File: config.mk
export PLATFORM = sky130hd
export DESIGN_NAME = pea_ctx_sequencer_flat
export DESIGN_NICKNAME = d
export VERILOG_FILES = /design/src/rtl/pea_ctx_sequencer_if.sv /design/src/rtl/pea_ctx_sequencer.sv /design/src/flat_wrapper.sv
export SDC_FILE = /design/constraint.sdc
export NUM_CORES = 1
export LEC_CHECK = 0
export BUFFER_PORTS_ARGS = -buffer_cell sky130_fd_sc_hd__buf_2
export CAP_MARGIN = 20
export CORE_MARGIN = 1.5
export CORE_UTILIZATION = 30
export CTS_CLUSTER_SIZE = 20
export DETAILED_ROUTE_END_ITERATION = 10
export PLACE_DENSITY = 0.49
export SYNTH_ARGS = -nofsm -noshare
export SYNTH_HDL_FRONTEND = slang
export SYNTH_SLANG_ARGS = --single-unit
File: constraint.sdc
create_clock -name clk_i -period 5.23 [get_ports clk_i]
set_input_delay 0.523 -clock clk_i [delete_from_list [all_inputs] [get_ports clk_i]]
set_output_delay 0.523 -clock clk_i [all_outputs]
set_load 0.01 [all_outputs]
File: src/rtl/pea_ctx_sequencer_if.sv
// pea_ctx_sequencer_if
//   Command / status bundle between the register file (master) and the
//   PEA context sequencer (slave).
//   master drives : start_i, abort_i, n_ctx_i, n_iter_i, stall_i
//   slave drives  : ctx_sel_o, pe_en_o, last_o, iter_cnt_o, busy_o, done_o
interface pea_ctx_sequencer_if #(
  parameter int N_CFG_REGS_PE = 4,
  parameter int ITER_W        = 16
);
  localparam int LOG_CTX = $clog2(N_CFG_REGS_PE);

  logic               start_i;
  logic               abort_i;
  logic [LOG_CTX:0]   n_ctx_i;
  logic [ITER_W-1:0]  n_iter_i;
  logic               stall_i;
  logic [LOG_CTX-1:0] ctx_sel_o;
  logic               pe_en_o;
  logic               last_o;
  logic [ITER_W-1:0]  iter_cnt_o;
  logic               busy_o;
  logic               done_o;

  modport master (
    output start_i, abort_i, n_ctx_i, n_iter_i, stall_i,
    input  ctx_sel_o, pe_en_o, last_o, iter_cnt_o, busy_o, done_o
  );

  modport slave (
    input  start_i, abort_i, n_ctx_i, n_iter_i, stall_i,
    output ctx_sel_o, pe_en_o, last_o, iter_cnt_o, busy_o, done_o
  );
endinterface

File: src/rtl/pea_ctx_sequencer.sv
// pea_ctx_sequencer
//   Steps all PEs in lock-step through n_ctx configuration contexts for
//   n_iter iterations, freezing on stall, draining PEA_LAT cycles after the
//   final issue and pulsing done.
//   clk_i  : clock
//   rst_i  : synchronous reset, active-high
//   bus    : slave side of pea_ctx_sequencer_if (start/abort/counts/stall in,
//            ctx_sel/pe_en/last/iter_cnt/busy/done out)
module pea_ctx_sequencer #(
  parameter int N_CFG_REGS_PE = 4,
  parameter int ITER_W        = 16,
  parameter int PEA_LAT       = 2
) (
  input logic                 clk_i,
  input logic                 rst_i,
  pea_ctx_sequencer_if.slave  bus
);
  localparam int LOG_CTX  = $clog2(N_CFG_REGS_PE);
  localparam int CW       = LOG_CTX + 1;
  localparam int DW       = (PEA_LAT > 1) ? $clog2(PEA_LAT) : 1;
  localparam int DRN_LAST = (PEA_LAT > 0) ? PEA_LAT - 1 : 0;

  typedef enum logic [1:0] {S_IDLE, S_RUN, S_DRAIN, S_DONE} state_t;

  state_t             r_state;
  logic [LOG_CTX-1:0] r_ctx;
  logic [ITER_W-1:0]  r_iter;
  logic [CW-1:0]      r_n_ctx;
  logic [ITER_W-1:0]  r_n_iter;
  logic [DW-1:0]      r_drain;
  logic               r_busy;
  logic               r_done;

  logic               w_pe_en;
  logic               w_ctx_end;
  logic               w_iter_end;
  logic               w_last;
  logic [CW-1:0]      w_n_ctx_clamp;

  // Abort kills the issue in the same cycle it is seen.
  assign w_pe_en    = (r_state == S_RUN) && !bus.stall_i && !bus.abort_i;
  assign w_ctx_end  = ({1'b0, r_ctx} == (r_n_ctx - CW'(1)));
  assign w_iter_end = (r_iter == (r_n_iter - ITER_W'(1)));
  assign w_last     = w_pe_en && w_ctx_end && w_iter_end;

  always_comb begin
    w_n_ctx_clamp = bus.n_ctx_i;
    if (bus.n_ctx_i == '0)
      w_n_ctx_clamp = CW'(1);
    else if (bus.n_ctx_i > CW'(N_CFG_REGS_PE))
      w_n_ctx_clamp = CW'(N_CFG_REGS_PE);
  end

  always_ff @(posedge clk_i) begin
    if (rst_i) begin
      r_state  <= S_IDLE;
      r_ctx    <= '0;
      r_iter   <= '0;
      r_n_ctx  <= CW'(1);
      r_n_iter <= '0;
      r_drain  <= '0;
      r_busy   <= 1'b0;
      r_done   <= 1'b0;
    end else if (bus.abort_i && r_state != S_IDLE) begin
      r_state <= S_IDLE;
      r_ctx   <= '0;
      r_iter  <= '0;
      r_drain <= '0;
      r_busy  <= 1'b0;
      r_done  <= 1'b0;
    end else begin
      case (r_state)
        S_IDLE: begin
          if (bus.start_i) begin
            r_n_ctx  <= w_n_ctx_clamp;
            r_n_iter <= bus.n_iter_i;
            r_ctx    <= '0;
            r_iter   <= '0;
            r_drain  <= '0;
            if (bus.n_iter_i == '0) begin
              r_state <= S_DONE;
              r_done  <= 1'b1;
            end else begin
              r_state <= S_RUN;
              r_busy  <= 1'b1;
            end
          end
        end
        S_RUN: begin
          if (w_pe_en) begin
            if (w_ctx_end) begin
              r_ctx  <= '0;
              r_iter <= r_iter + ITER_W'(1);
            end else begin
              r_ctx  <= r_ctx + LOG_CTX'(1);
            end
            if (w_last) begin
              if (PEA_LAT == 0) begin
                // Straight to DONE: counters read 0 there.
                r_state <= S_DONE;
                r_ctx   <= '0;
                r_iter  <= '0;
                r_busy  <= 1'b0;
                r_done  <= 1'b1;
              end else begin
                // Counters keep the post-wrap values through DRAIN.
                r_state <= S_DRAIN;
                r_drain <= '0;
              end
            end
          end
        end
        S_DRAIN: begin
          // Drain is time-based only; stall has no effect here.
          if (r_drain == DW'(DRN_LAST)) begin
            r_state <= S_DONE;
            r_ctx   <= '0;
            r_iter  <= '0;
            r_drain <= '0;
            r_busy  <= 1'b0;
            r_done  <= 1'b1;
          end else begin
            r_drain <= r_drain + DW'(1);
          end
        end
        S_DONE: begin
          r_state <= S_IDLE;
          r_done  <= 1'b0;
        end
        default: r_state <= S_IDLE;
      endcase
    end
  end

  assign bus.ctx_sel_o  = r_ctx;
  assign bus.iter_cnt_o = r_iter;
  assign bus.pe_en_o    = w_pe_en;
  assign bus.last_o     = w_last;
  assign bus.busy_o     = r_busy;
  // An abort landing in the DONE cycle must swallow the completion pulse,
  // so the registered flag is qualified with abort here.
  assign bus.done_o     = r_done && !bus.abort_i;
endmodule
File: src/flat_wrapper.sv
// flat-port wrapper written by rule: the top's interface ports become plain ports
module pea_ctx_sequencer_flat 
#(
  parameter int N_CFG_REGS_PE = 4,
  parameter int ITER_W        = 16,
  parameter int PEA_LAT       = 2
)
  (clk_i, rst_i, bus_start_i, bus_abort_i, bus_n_ctx_i, bus_n_iter_i, bus_stall_i, bus_ctx_sel_o, bus_pe_en_o, bus_last_o, bus_iter_cnt_o, bus_busy_o, bus_done_o);
  pea_ctx_sequencer_if #(.N_CFG_REGS_PE(N_CFG_REGS_PE), .ITER_W(ITER_W)) bus_i ();
  input logic clk_i;
  input logic rst_i;
  input wire logic [$bits(bus_i.start_i)-1:0] bus_start_i;
  input wire logic [$bits(bus_i.abort_i)-1:0] bus_abort_i;
  input wire logic [$bits(bus_i.n_ctx_i)-1:0] bus_n_ctx_i;
  input wire logic [$bits(bus_i.n_iter_i)-1:0] bus_n_iter_i;
  input wire logic [$bits(bus_i.stall_i)-1:0] bus_stall_i;
  output wire logic [$bits(bus_i.ctx_sel_o)-1:0] bus_ctx_sel_o;
  output wire logic [$bits(bus_i.pe_en_o)-1:0] bus_pe_en_o;
  output wire logic [$bits(bus_i.last_o)-1:0] bus_last_o;
  output wire logic [$bits(bus_i.iter_cnt_o)-1:0] bus_iter_cnt_o;
  output wire logic [$bits(bus_i.busy_o)-1:0] bus_busy_o;
  output wire logic [$bits(bus_i.done_o)-1:0] bus_done_o;
  assign bus_i.start_i = bus_start_i;
  assign bus_i.abort_i = bus_abort_i;
  assign bus_i.n_ctx_i = bus_n_ctx_i;
  assign bus_i.n_iter_i = bus_n_iter_i;
  assign bus_i.stall_i = bus_stall_i;
  assign bus_ctx_sel_o = bus_i.ctx_sel_o;
  assign bus_pe_en_o = bus_i.pe_en_o;
  assign bus_last_o = bus_i.last_o;
  assign bus_iter_cnt_o = bus_i.iter_cnt_o;
  assign bus_busy_o = bus_i.busy_o;
  assign bus_done_o = bus_i.done_o;
  pea_ctx_sequencer #(.N_CFG_REGS_PE(N_CFG_REGS_PE), .ITER_W(ITER_W), .PEA_LAT(PEA_LAT)) u_core (.clk_i(clk_i), .rst_i(rst_i), .bus(bus_i));
endmodule
# Word level (Yosys, flattened, before mapping)
# Index checks and enable logic that the tools add are counted.
[totals]
ff_bits = 42
latchBits = 0
mem_bits_rw = 0
mem_bits_ro = 0
input_bits = 24
out_inout_bits = 22
memories = 0
[op_classes]
add_sub_neg = 5
n_mul = 0
div_mod_pow = 0
n_lt_le_gt_ge = 1
n_eq_ne = 12
shift = 0
mux = 31
bitwise_logic = 1
n_reduce_logical = 23
[op_table]
columns = ["op", "count"]
rows = [
  ["2-to-1 mux 16 bit", 4],
  ["case mux 16 bit (3 select lines)", 1],
  ["AND reduction 4 bit", 5],
  ["2-to-1 mux 2 bit", 9],
  ["adder 16 x 1 -> 16 bit (second input constant)", 1],
  ["equality test 16 bit", 1],
  ["zero test 16 bit", 1],
  ["subtractor 16 x 1 -> 16 bit (second input constant)", 1],
  ["2-to-1 mux 1 bit", 10],
  ["!= test 2 x 1 -> 1 bit (second input constant)", 4],
  ["case mux 2 bit (4 select lines)", 1],
  ["logical AND 1 bit", 6],
  ["2-to-1 mux 3 bit", 2],
  ["!= test 2 bit (second input constant)", 3],
  ["case mux 1 bit (3 select lines)", 2],
  ["case mux 2 bit (3 select lines)", 1],
  ["nonzero test 3 bit", 2],
  ["AND reduction 5 bit", 1],
  ["equality test 2 bit (second input constant)", 2],
  ["nonzero test 2 bit", 2],
  ["equality test 2 x 3 -> 1 bit", 1],
  ["> comparator 3 bit (second input constant)", 1],
  ["zero test 3 bit", 1],
  ["AND reduction 3 bit", 1],
  ["9 further kinds", 10],
]

# Logic depth before layout (Yosys ltp)
# Gate-level depths: netlist of the first run.
[depth]
depth_word = 8
ltp_mapped = 11

# Worst setup path after synthesis of the first run
# OpenSTA, ideal clock, no wires.
[synth_path]
path_type = "register to output"
from = "register u_core.r_n_iter[0]"
to = "output port bus_last_o"
arrival_ps = 2222
setup_slack_ps = 2485
stages_incl_launch_ff = 10
n_path_buf = 1
path_cell_list = "dfxtp_1 > inv_1 > ha_1 > buf_2 > xnor2_1 > a21oi_1 > or4_4 > nor4b_4 > o2111ai_2 > nor3_1"
[synth_between]
elab_chain_cells = 3
[synth_lines]
columns = ["item", "line", "text"]
rows = [
  ["from (decl)", "pea_ctx_sequencer.sv:29", "logic [ITER_W-1:0] r_n_iter;"],
  ["from (signal assigned)", "pea_ctx_sequencer.sv:76", "r_n_iter <= bus.n_iter_i;"],
  ["subtractor 16 x 1 -> 16 bit", "pea_ctx_sequencer.sv:43", "assign w_iter_end = (r_iter == (r_n_iter - ITER_W'(1)));"],
  ["equality test 16 bit", "pea_ctx_sequencer.sv:43", ""],
  ["logical AND 1 bit", "pea_ctx_sequencer.sv:44", "assign w_last = w_pe_en && w_ctx_end && w_iter_end;"],
  ["to (decl)", "flat_wrapper.sv:19", "output wire logic [$bits(bus_i.last_o)-1:0] bus_last_o;"],
]
# Every way passes these cells.

# Worst setup path in the final report of the first run
# Same ends and word-level chain as after synthesis.

==> impl_metrics.toml, run 1 <==
[clocking]
clk_pin_slew_worst_paths_ps = 90
cts_sinks = 42
cts_root_buffer = "clkbuf_8"
cts_buffer_depth = 2
cts_setup_buffers = 0
cts.repair.resized = 0
cts_max_level = 2
cts_hold_buffers = 0
clock_latency_ps = 300
tritoncts = "done"
numCtsBuffers = 5

[cells_and_area]
finalInstanceArea_um2 = 2960
nNetsFinal = 385
insertedDiodeCount = 0
final_cells = 459
drive_above_1_share = 0.189
regArea_um2 = 841
final_common_cell = "nand2_1"
fillerInstances = 893
multi_input_area_um2 = 1580
synthToLayoutAreaGrowth_pct = 17.3
mostFrequentLayoutCells = "nand2_1, buf_2, dfxtp_1, a21oi_1, nor2_1"

[synth]
ys_warn_count = 0
syn_area_um2 = 2520
synth_area_leaders = "dfxtp_1, nand2_1, xnor2_1, a21oi_1, xor2_1"
yosysUniqueCellTypes = 53
ys_ff_latch = 42
async_reset_ff_frac = 0
synth.top_cell.area_share = 0.333
syn-num-nets = 346
postSynthAreaPerCell_um2 = 8.04
yosysTopAreaCell = "dfxtp_1"
synthCells = 314
seq_area_frac_synth = 0.333
ys.flop_type = "dfxtp_1"
synth_edf_count = 0

[die]
fp.dieW_um = 94.7
die-area_um2 = 8970
initial_core_util = 0.309
pin_count = 46
core_um2 = 8180
die_h_um = 94.7
fp-row-count = 33

[worst_setup_path]
worstSetupPathType = "register to output port"
critPathArrivalTime_ps = 2890
worst-path-buf-inv = 2
end_kind = "output port"
slowest_stage = "or4_4"
cp_cell_sequence = "inv_1, ha_1, nor3b_2, xnor2_1, or4_4, nor4b_4, o2111ai_2, nor3_1, buf_2"
cp_slowest_stage_delay_ps = 490
required_ps = 4710
cp-startpoint = "u_core.r_n_iter[0]"
cp-start-kind = "register"
critical_path.top_delay_family = "simple AND/OR/NAND/NOR gates"
reg2reg_slack_ps = 2230
r2r-start = "u_core.r_n_iter[0]"
ff2ff_path_depth = 10
rr_endpoint = "u_core.r_state[0]"
crit_fanout = 12

[pwr]
seq_power_share = 0.336
intPower_mw = 0.762
combPwrFrac = 0.413
power_frac_clock = 0.252
power_switching_mw = 0.496
powerDensity_nw_per_um2 = 425
ir_drop_v = 0.000153
swShare = 0.394
p_leak_nw = 1.16

[placed_design]
io_buffers = 45
postPlaceCellArea_um2 = 2820
placed_cells = 451
gp_congestion = 0.835
dp_hpwl_um = 5170

[timing]
fmax_mhz = 293
relSlewSlack = 0.536
skew_ps = 8.44
finalSetupTns_ps = 0
min_period_over_period = 0.652
worst_pin_slew_ps = 695
setup_viol = 0
rsz0062_at_grt = "false"
period_needed_ps = 3410
final-hold-violation-count = 0
final_max_slew_viol_count = 0

[hold_path]
worstHoldEndpoint = "u_core.r_n_ctx[0]"
worstHoldStart = "bus_n_ctx_i[2]"
hp-class = "primary input to register"
holdPathStages = 2

[route]
first_iter_violations = 161
vias = 2302
drc_errors = 0
via_per_inst = 5.02
drtAntennaViolNets = 0
first_pass_iters = 4
wirelength_um = 6740
wl_per_cell_um = 14.7

[grt]
track_usage = 0.163
overflow = 0
antenna_found_initial = 0
grt_max_degree = 22
grt_pass1_wl_um = 11400
grt_pass1_vias = 2253

[job]
max_cap_viol_count = 0

[outcome]
status = "complete, no violations"
==> state kept, by name, indices dropped and copies added, names as in the netlist <==
| name | cells |
|---|---|
| u_core.bus.busy_o | 1 |
| u_core.bus.ctx_sel_o | 2 |
| u_core.bus.iter_cnt_o | 16 |
| u_core.r_done | 1 |
| u_core.r_drain | 1 |
| u_core.r_n_ctx | 3 |
| u_core.r_n_iter | 16 |
| u_core.r_state | 2 |
==> routing by layer <==
layer	track usage	part of all wire	vias up	wire length, um
li1	-	-	1179	-
met1	0.223	0.51	1074	3440
met2	0.260	0.44	43	3000
met3	0.0346	0.035	6	237
met4	0.0398	0.0096	0	65
met5	0	0	-	0
==> area by class of cell <==
class                           instances  area share
Clock buffer                            5      0.0233
Multi-Input combinational cell        248       0.535
Inverter                               11      0.0140
Sequential cell                        42       0.284
Clock inverter                          3      0.0233
Tap cell                              105      0.0444
Timing Repair Buffer                   45      0.0761
==> synth_stat cells, types with 2 or more instances <==
library cell / count
nand4_1: 9
nand2b_1: 4
a31oi_1: 2
inv_1: 11
xor2_1: 17
buf_2: 2
or2_2: 2
nor3b_1: 2
clkbuf_1: 8
a211oi_1: 3
nor4_1: 7
nand3_1: 11
buf_1: 2
nor4b_1: 2
nand2_1: 52
a311oi_1: 3
nor3_1: 6
xnor2_1: 19
and3_1: 3
nor2b_1: 3
a21o_1: 2
ha_1: 8
nor2_1: 21
a21oi_1: 33
o2bb2ai_1: 2
o21ai_0: 9
dfxtp_1: 42
or3_1: 4
==> power by group through the flow <==
stage	logic, mW	registers [mW]	clock network [mW]
3_3_place_gp	0.517	0.429	0
4_1_cts	0.522	0.423	0.322
3_5_place_dp	0.520	0.430	0
6_report	0.519	0.422	0.317
5_1_grt	0.600	0.429	0.336
2_1_floorplan	0.426	0.407	0
==> stage by stage <==
stage / total power [mW] / setup WS, ps / hold slack, ps / utilization
after CTS: 1.27 / 1810 / 426 / 0.362
after detailed placement: 0.950 / 2140 / 450 / 0.345
after global placement: 0.946 / 2190 / 446 / 0.345
after floorplan: 0.833 / 2490 / 432 / -
final: 1.26 / 1820 / 432 / 0.362
after global routing: 1.37 / 1610 / 452 / 0.362
==> logic make-up (layout without fill, tap and decap cells) <==
family,Yosys count,after routing,synth area share
and+or+nand+nor,136,136,0.284
AOI/OAI and AO/OA,66,66,0.171
DFF,42,42,0.333
xor gates and xnor gates,36,36,0.125
buffers and inverters,24,64,0.0397
adders and majority gates,8,8,0.0397
muxes,2,2,0.00843
==> worst max-delay path by stage <==
stage	endpoint	slack [ps]	cells past startpoint
final	bus_last_o	1820	9
after global routing	bus_last_o	1610	9
after CTS	bus_last_o	1810	9
after detailed placement	bus_last_o	2140	9
after global placement	bus_last_o	2190	9
after floorplan	bus_last_o	2490	9
Note: power is estimated with default switching activity, not from simulation.
==> run 2: changes to the inputs <==
- PLACE_DENSITY: 0.49 -> 0.51
- clock period: 5.23 -> 2.8 ns (I/O delays scaled with it)
==> impl_metrics.toml, run 2 (synthesis results as in run 1) <==
[outcome]
status = "complete, no violations"

[die]
fp.dieW_um = 94.7
initial_core_util = 0.309
fp-row-count = 33
die-area_um2 = 8970
die_h_um = 94.7
pin_count = 46
core_um2 = 8180

[pwr]
p_leak_nw = 1.24
powerDensity_nw_per_um2 = 740
ir_drop_v = 0.000525

[worst_setup_path]
critPathArrivalTime_ps = 2360
cp_num_cells = 8
cp_cell_sequence = "inv_1, ha_4, xnor2_1, or4_4, nor4b_4, o2111ai_2, nor3_2, buf_2"
reg2reg_slack_ps = 240
crit_end = "bus_last_o"
slowest_stage = "or4_4"
worst-path-buf-inv = 2
ff2ff_path_depth = 10
rr_endpoint = "u_core.r_state[0]"
crit_fanout = 2
cp_slowest_stage_delay_ps = 550
required_ps = 2520
end_kind = "output port"
r2r-start = "u_core.r_n_iter[0]"
worstSetupPathType = "register to output port"
critical_path.top_delay_family = "simple AND/OR/NAND/NOR gates"
cp-start-kind = "register"
cp-startpoint = "u_core.r_n_iter[0]"

[timing]
finalSetupTns_ps = 0
final-hold-violation-count = 0
final_max_slew_viol_count = 0
relSlewSlack = 0.594
fin_ws_ps = 156
skew_ps = 10.9
rsz0062_at_grt = "false"
period_needed_ps = 2640
setup_viol = 0
min_period_over_period = 0.944
worst_pin_slew_ps = 607
fmax_mhz = 378

[cells_and_area]
drive_above_1_share = 0.262
final_cells = 475
synthToLayoutAreaGrowth_pct = 23.1
mostFrequentLayoutCells = "nand2_1, buf_2, dfxtp_1, a21oi_1, nor2_1"
final_common_cell = "nand2_1"
nNetsFinal = 401
insertedDiodeCount = 0
final_core_util = 0.380

[placed_design]
gp_congestion = 0.795
dp_hpwl_um = 5130
place_ws_ps = 94.9
placed_cells = 464
io_buffers = 45

[job]
max_cap_viol_count = 0

[clocking]
cts_hold_buffers = 0
cts_buffer_depth = 2
clk_pin_slew_worst_paths_ps = 80
cts_root_buffer = "clkbuf_8"
cts_max_level = 2
tritoncts = "done"
clock_latency_ps = 300
cts_sinks = 42
numCtsBuffers = 5

[grt]
grt_pass1_wl_um = 11000
grt_pass1_vias = 2248
antenna_found_initial = 0
overflow = 0
grt_max_degree = 22
track_usage = 0.158

[route]
wirelength_um = 6590
drtAntennaViolNets = 0
wl_per_cell_um = 13.9
via_per_inst = 4.96
first_iter_violations = 72
vias = 2356
first_pass_iters = 4
drc_errors = 0

[hold_path]
hp-class = "primary input to register"
run 2: cell types whose count changed in the layout (fill, tap and decap cells not counted), sizes merged:
cell,previous run,this run
clkbuf,5,7
buf,45,61
bufinv,2,0
run 2: what timing repair did:
action                                  in CTS  in global routing
gates resized for setup                      2                 16
pin swaps                                    2                  7
setup buffers                                1                  2
endpoints found under the setup margin       1                  4
run 2: how the worst min path moves through the flow:
| stage | startpoint | end | slack, ps | depth (start not counted) |
|---|---|---|---|---|
| floorplan | bus_n_ctx_i[2] | u_core.r_n_ctx[0] | 390 | 1 |
| global placement | u_core.r_n_ctx[1] | u_core.r_n_ctx[1] | 440 | 2 |
| detailed placement | u_core.r_n_ctx[1] | u_core.r_n_ctx[1] | 450 | 2 |
| CTS | bus_n_ctx_i[2] | u_core.r_n_ctx[0] | 190 | 2 |
| global route | bus_n_ctx_i[2] | u_core.r_n_ctx[0] | 210 | 2 |
| finish | bus_n_ctx_i[2] | u_core.r_n_ctx[0] | 200 | 2 |
run 2: worst register-to-register path: stages (launching register included):
cell	delay (ps)
dfxtp_2	330
inv_1	60
ha_4	230
xnor2_1	110
or4_4	550
nor4b_4	240
o2111ai_2	190
buf_4	180
o31ai_4	220
nand2b_2	110
a221oi_2	260
run 2: power by group:
| group | total [mW] | switching [mW] | internal (mW) | leakage, nW |
|---|---|---|---|---|
| Sequential | 0.794 | 0.113 | 0.681 | 0.344 |
| Clock | 0.410 | 0.211 | 0.199 | 0.0482 |
| Combinational | 1.10 | 0.615 | 0.481 | 0.843 |
run 2: per-layer routing:
metal | vias to the layer above | part of all wire | global-route usage
met5 | - | 0 | 0
met3 | 5 | 0.037 | 0.0266
met1 | 1105 | 0.48 | 0.210
met4 | 0 | 0.0077 | 0.0435
li1 | 1213 | - | -
met2 | 33 | 0.48 | 0.263
run 2: stage by stage:
step	power, mW	hold slack [ps]	cell area [um2]
after CTS	2.28	189	3020
after global routing	2.50	214	3110
final	2.30	199	3110
after floorplan	1.56	392	2520
after global placement	1.85	442	2920
after detailed placement	1.86	447	2920
run 2: layout make-up:
class | instances | area (um2)
repair buffers | 61 | 345
well taps | 105 | 131
inverters | 11 | 41.3
fillers | 867 | 5070
clock buffers | 7 | 86.3
flip-flops and latches | 42 | 848
multi-input cells | 248 | 1650
clock inverters | 1 | 5.00
==> run 3: changes to the inputs <==
- RECOVER_POWER: not set -> 100
==> impl_metrics.toml, run 3 (synthesis results as in run 1) <==
[outcome]
status = "complete, no violations"

[cells_and_area]
synthToLayoutAreaGrowth_pct = 21.5
mostFrequentLayoutCells = "nand2_1, dfxtp_1, a21oi_1, buf_2, clkbuf_1"
drive_above_1_share = 0.200
nNetsFinal = 401
final_core_util = 0.375
insertedDiodeCount = 0
final_common_cell = "nand2_1"

[route]
via_per_inst = 4.96
vias = 2357
first_iter_violations = 91
drtAntennaViolNets = 0
first_pass_iters = 4
wirelength_um = 6620
wl_per_cell_um = 13.9
drc_errors = 0

[grt]
antenna_found_initial = 0
grt_pass1_wl_um = 11000
grt_max_degree = 22
grt_pass1_vias = 2248
overflow = 0
track_usage = 0.158

[timing]
relSlewSlack = 0.430
setup_viol = 0
period_needed_ps = 2640
rsz0062_at_grt = "false"
fin_ws_ps = 156
fmax_mhz = 378
final_max_slew_viol_count = 0
worst_pin_slew_ps = 855
final-hold-violation-count = 0
skew_ps = 11.0
finalSetupTns_ps = 0
min_period_over_period = 0.944
holdWs_ps = 200

[pwr]
powerDensity_nw_per_um2 = 747
p_leak_nw = 1.14
ir_drop_v = 0.000524
power.total_mw = 2.29

[placed_design]
gp_congestion = 0.795
place_ws_ps = 94.9
io_buffers = 45
dp_hpwl_um = 5130

[clocking]
cts_max_level = 2
cts_sinks = 42
cts_root_buffer = "clkbuf_8"
clk_pin_slew_worst_paths_ps = 80
clock_latency_ps = 300
cts_buffer_depth = 2
numCtsBuffers = 5
tritoncts = "done"

[die]
die-area_um2 = 8970
core_um2 = 8180
pin_count = 46
die_h_um = 94.7
fp.dieW_um = 94.7
fp-row-count = 33
initial_core_util = 0.309

[worst_setup_path]
cp_slowest_stage_delay_ps = 550
cp_cell_sequence = "inv_1, ha_4, xnor2_1, or4_4, nor4b_4, o2111ai_2, nor3_2, buf_2"
cp-start-kind = "register"
end_kind = "output port"
slowest_stage = "or4_4"
worstSetupPathType = "register to output port"
crit_fanout = 2
ff2ff_path_depth = 10
critPathArrivalTime_ps = 2360
required_ps = 2520

[job]
max_cap_viol_count = 0

[hold_path]
holdPathStages = 2
hp-class = "primary input to register"
## run 3: worst paths after layout
path                      start                 to  slack (ps)
max          u_core.r_n_iter[0]         bus_last_o         160
min              bus_n_ctx_i[2]  u_core.r_n_ctx[0]         200
max reg2reg  u_core.r_n_iter[0]  u_core.r_state[0]         240
min reg2reg   u_core.r_n_ctx[1]  u_core.r_n_ctx[1]         450
## run 3: stage by stage
stage,std cells,instance area (um2)
final,475,3070
after global routing,475,3070
after CTS,473,3020
after detailed placement,464,2920
after global placement,464,2920
after floorplan,314,2520
## run 3: layout make-up
class,count,area [um2]
timing repair buffer,61,304
clock buffer,7,86.3
multi-input combinational,248,1650
inverter,11,41.3
fill,872,5110
sequential,42,848
clock inverter,1,5.00
tap,105,131
## run 3: power breakdown
group	switching [mW]	internal, mW	total (mW)
Combinational	0.615	0.470	1.08
Clock	0.211	0.199	0.411
Sequential	0.114	0.681	0.794
## run 3: worst max-delay path: cells and delay by family (launching register included)
kind                       cells  cell delay, ps
DFF                            1             330
and+or+nand+nor                3             990
AOI/OAI and AO/OA              1             190
adders and majority gates      1             230
xor gates and xnor gates       1             110
buffers and inverters          2             220
## run 3: timing repair
| item | CTS | global route |
|---|---|---|
| pin swaps | 2 | 7 |
| hold buffers | 0 | 0 |
| resized for setup | 2 | 16 |
| setup buffers | 1 | 2 |
| setup endpoints to repair | 1 | 4 |
## run 3: per-layer routing
metal  track usage  wire [um]  vias up
met5             0          0        -
met4        0.0435         51        0
met3        0.0266        238        5
met2         0.263       3150       33
met1         0.210       3180     1107
li1              -          -     1212
